[src/rtl/regfile_sb.sv]
// regfile_sb: register file with two combinational read ports, one write port,
// same-cycle write-to-read forwarding and a busy-bit scoreboard for hazard detection.
module regfile_sb #(
  parameter int WIDTH    = 32,
  parameter int DEPTH    = 32,
  parameter int ZERO_REG = 1,
  localparam int AW      = $clog2(DEPTH)
) (
  input  logic             clock,
  input  logic             reset,
  input  logic [AW-1:0]    RS1,
  input  logic [AW-1:0]    RS2,
  output logic [WIDTH-1:0] A,
  output logic [WIDTH-1:0] B,
  output logic             a_busy,
  output logic             b_busy,
  input  logic             w,
  input  logic [AW-1:0]    RD,
  input  logic [WIDTH-1:0] C,
  input  logic             rsv,
  input  logic [AW-1:0]    rsv_rd,
  output logic [AW:0]      busy_cnt,
  output logic             werr
);

  logic [WIDTH-1:0] regs [DEPTH];
  logic [DEPTH-1:0] busy;

  logic wr_ok;
  logic rsv_ok;
  logic rsv_same;
  logic fwd_a;
  logic fwd_b;
  logic cnt_inc;
  logic cnt_dec;

  function automatic logic writable(input logic [AW-1:0] addr);
    return !((ZERO_REG != 0) && (addr == '0));
  endfunction

  assign wr_ok    = w && writable(RD);
  assign rsv_ok   = rsv && writable(rsv_rd);
  assign rsv_same = rsv_ok && (rsv_rd == RD);
  assign fwd_a    = wr_ok && (RD == RS1);
  assign fwd_b    = wr_ok && (RD == RS2);

  // A write to a busy register only lowers the count if no new owner reserves it this cycle.
  assign cnt_inc = rsv_ok && !busy[rsv_rd];
  assign cnt_dec = wr_ok && busy[RD] && !rsv_same;

  always_comb begin
    A = regs[RS1];
    if (!writable(RS1)) A = '0;
    if (fwd_a)          A = C;
  end

  always_comb begin
    B = regs[RS2];
    if (!writable(RS2)) B = '0;
    if (fwd_b)          B = C;
  end

  assign a_busy = busy[RS1] && !fwd_a;
  assign b_busy = busy[RS2] && !fwd_b;

  always_ff @(posedge clock or negedge reset) begin
    if (!reset) begin
      for (int i = 0; i < DEPTH; i++) regs[i] <= '0;
    end else if (wr_ok) begin
      regs[RD] <= C;
    end
  end

  // Reserve is applied after release so a same-register reservation keeps the bit set.
  always_ff @(posedge clock or negedge reset) begin
    if (!reset) begin
      busy <= '0;
    end else begin
      if (wr_ok)  busy[RD]     <= 1'b0;
      if (rsv_ok) busy[rsv_rd] <= 1'b1;
    end
  end

  always_ff @(posedge clock or negedge reset) begin
    if (!reset) begin
      busy_cnt <= '0;
      werr     <= 1'b0;
    end else begin
      busy_cnt <= busy_cnt + (AW+1)'(cnt_inc) - (AW+1)'(cnt_dec);
      if (wr_ok && !busy[RD] && !rsv_same) werr <= 1'b1;
    end
  end

endmodule

[config.mk]
export PLATFORM = sky130hd
export DESIGN_NAME = regfile_sb
export DESIGN_NICKNAME = d
export VERILOG_FILES = /design/src/rtl/regfile_sb.sv
export SDC_FILE = /design/constraint.sdc
export NUM_CORES = 2
export LEC_CHECK = 0
export CAP_MARGIN = 20
export CORE_MARGIN = 2
export CORE_UTILIZATION = 35
export CTS_CLUSTER_DIAMETER = 80
export DETAILED_ROUTE_END_ITERATION = 7
export GPL_ROUTABILITY_DRIVEN = 0
export SLEW_MARGIN = 0
export SYNTH_ARGS = -nofsm -noshare
export SYNTH_HDL_FRONTEND = slang
export SYNTH_SLANG_ARGS = --single-unit
[constraint.sdc]
create_clock -name clock -period 5.2 [get_ports clock]
set_input_delay 0.52 -clock clock [delete_from_list [all_inputs] [get_ports clock]]
set_output_delay 0.52 -clock clock [all_outputs]
set_load 0.01 [all_outputs]
==> flow_metrics.py <==
metrics = {
    "outcome": {
        "status": "finished clean",
    },
    "clock_tree": {
        "post_cts_buffers": 0,
        "cts_max_level": 3,
        "clock-root-buffer": "clkbuf_16",
        "clk_latency_ps": 730,
        "cts.path.max_buffers": 3,
        "numCtsBuffers": 119,
        "path_clk_slew_ps": 50,
        "clkSinkCount": 1063,
        "cts_tree": "yes",
        "cts_resized": 0,
    },
    "routing": {
        "dr_total_vias": 37045,
        "first_pass_iters": 5,
        "viasPerCell": 6.14,
        "routed_wl_mm": 193,
        "antenna_left": 0,
        "drt_iter0_markers": 3507,
        "wl_per_cell_um": 31.9,
        "drcViolationCount": 0,
    },
    "yosys": {
        "yosys_warnings": 0,
        "synth_edf_count": 0,
        "synthCells": 3769,
        "synth_seq_cells": 1063,
        "synthArstFlopShare_pct": 100,
        "yosys.cell_types.count": 61,
        "synth_area_leaders": "dfrtp_1 (47%), mux4_2 (21%), mux2_2 (20%), mux2i_1 (2.2%), clkbuf_1 (1.2%)",
        "netlist_area_um2": 57200,
        "avgSynthCellArea_um2": 15.2,
        "ys_top_cells_by_count": "dfrtp_1 (1063), mux2_2 (991), mux4_2 (544)",
        "yosysMostFrequentCell": "dfrtp_1",
        "yosysSeqAreaShare_pct": 46.5,
        "synth_top_flop_cell": "dfrtp_1",
        "yosys.area.top_type": "dfrtp_1",
        "post-synth-top-area-fraction_pct": 46.5,
        "syn_nets": 3832,
    },
    "critical_path": {
        "cp_num_cells": 10,
        "cp-end-kind": "output pin",
        "worstSetupStartpointType": "input port",
        "critical_path.top_delay_family": "simple AND/OR/NAND/NOR gates",
        "cp_slowest_cell": "nor2b_2",
        "worstPathArrival_ps": 4600,
        "path_cells": "clkdlybuf4s50_1 > nor2b_2 > nand2_1 > buf_4 > buf_4 > o22ai_1 > nor4_1 > buf_4 > a22o_1 > clkdlybuf4s50_1",
        "cpPeakStageDelay_ps": 970,
        "path_max_fanout": 9,
        "worst-path-buf-inv": 5,
        "crit_type": "in2out",
        "cp_common_cell": "buf_4",
        "ff2ff_path_depth": 13,
        "cp_data_required_time_ps": 4680,
    },
    "die": {
        "start_util_pct": 35.2,
        "dieArea_um2": 167000,
        "core-area_um2": 162000,
        "fp-row-count": 148,
        "num_io_pins": 129,
        "die_h_um": 408,
        "fp.dieW_um": 408,
    },
    "global_route": {
        "overflow": 0,
        "grt_usage_pct": 22.9,
        "antenna_found_initial": 4,
        "grt_pass1_wl_mm": 280,
        "grt_max_degree": 133,
        "grt_pass1_vias": 37852,
    },
    "timing": {
        "setup_viol": 0,
        "period_needed_ps": 5120,
        "fmax_mhz": 195,
        "slew_headroom_pct": 19.8,
        "setup_tns_ps": 0,
        "worst_slew_pin_slew_ps": 1200,
        "post-route-period-util_pct": 98.4,
        "hold_violations": 0,
        "rsz0062_at_grt": "false",
        "maxSlewViolCount": 0,
        "fin_skew_ps": 7.54,
    },
    "placed_design": {
        "hpwl_mm": 111,
        "port_buffers": 128,
        "place_area_um2": 61300,
    },
    "cells_and_area": {
        "syn2layout_area_growth_pct": 14.2,
        "multi_input_area_um2": 28900,
        "final_nets": 3828,
        "fill_cells": 14938,
        "post-route-util_pct": 40.2,
        "finalInstanceArea_um2": 65300,
        "diodes": 0,
        "regArea_um2": 26600,
        "layout-drive-gt1-share_pct": 50.9,
    },
    "hold_path": {
        "hold_path.class": "in2async",
    },
    "power_and_ir_drop": {
        "peakVddDrop_mv": 0.294,
        "power.density_nw_per_um2": 383,
        "p_leak_nw": 27.8,
    },
    "job": {
        "maxCapViolCount": 0,
    },
}
## where the power goes
group,internal (mW),switching [mW]
Combinational,3.32,2.24
Sequential,9.87,1.19
Clock,4.79,3.59
## stage by stage
stage / hold WS, ps / power (mW) / cells / setup WS [ps]
after global placement: 376 / 16.5 / 5807 / 233
after floorplan: 224 / 14.8 / 3769 / 1840
final: 368 / 25.0 / 6032 / 81.7
after global routing: 402 / 26.0 / 6032 / 94.8
after detailed placement: 384 / 16.7 / 5811 / 216
after CTS: 379 / 25.1 / 6025 / 198
## per-layer routing
metal | vias to the layer above | GRT usage [%] | wire (um)
met3 | 357 | 3.63 | 13200
li1 | 14717 | - | -
met5 | - | 0 | 0
met2 | 1672 | 37.0 | 92100
met4 | 0 | 8.26 | 7060
met1 | 20299 | 31.3 | 80200
## cell type report
type	instances	area share, %
Sequential cell	1063	40.7
Multi-Input combinational cell	2259	44.2
Inverter	9	0.0517
Tap cell	2175	4.17
Timing Repair Buffer	313	4.98
Clock inverter	35	0.496
Clock buffer	178	5.38
## registers in the layout (all words and copies together) (netlist names)
| signal | count |
|---|---|
| regs | 1024 |
| busy | 32 |
| busy_cnt | 6 |
| werr | 1 |
## timing repair
action | in CTS | in global routing
setup endpoints to repair | 0 | 0
hold buffers | 1 | 0
endpoints found under the hold margin | 60 | 0
## final timing paths
check                                 from  slack, ps           to
worst min register to register  regs[1003]        390   regs[1003]
min in group clock              regs[1003]        390   regs[1003]
worst min-delay path                 reset        370     regs[87]
worst max-delay path                RS2[4]         80        B[22]
worst max register to register    busy[21]       2130  busy_cnt[4]
max in group asynchronous            reset       3410    regs[745]
## cells by family after synthesis
| family | count (synthesis) | synth area share (%) |
|---|---|---|
| mux | 1674 | 43.4 |
| xor+xnor | 20 | 0.306 |
| buf+inv | 447 | 3.45 |
| simple gates | 239 | 2.15 |
| compound gates | 319 | 3.99 |
| fa+ha+maj | 7 | 0.166 |
| flops | 1063 | 46.5 |
## layout by cell type, fill, tap and decap left out, types with 45 or more instances in the layout
cell type / n
mux4_2: 544
clkbuf_16: 123
nand2_1: 45
clkdlybuf4s50_1: 119
nor2_1: 60
mux2_2: 991
dfrtp_1: 1063
o22ai_1: 103
mux2i_1: 126
a22oi_1: 54
buf_4: 143
## worst reg2reg max path, cell delays in order (launching register included)
cell and delay (ps):
dfrtp_1 440, mux4_2 490, a221oi_1 350, a31oi_1 80, nor2_1 120, nand2_1 60
ha_1 280, inv_1 40, ha_1 200, fa_1 440, a21oi_1 170, nor2_1 50
nor2_1 130, xnor2_1 140
No activity file was read; power rests on OpenSTA's default activity.
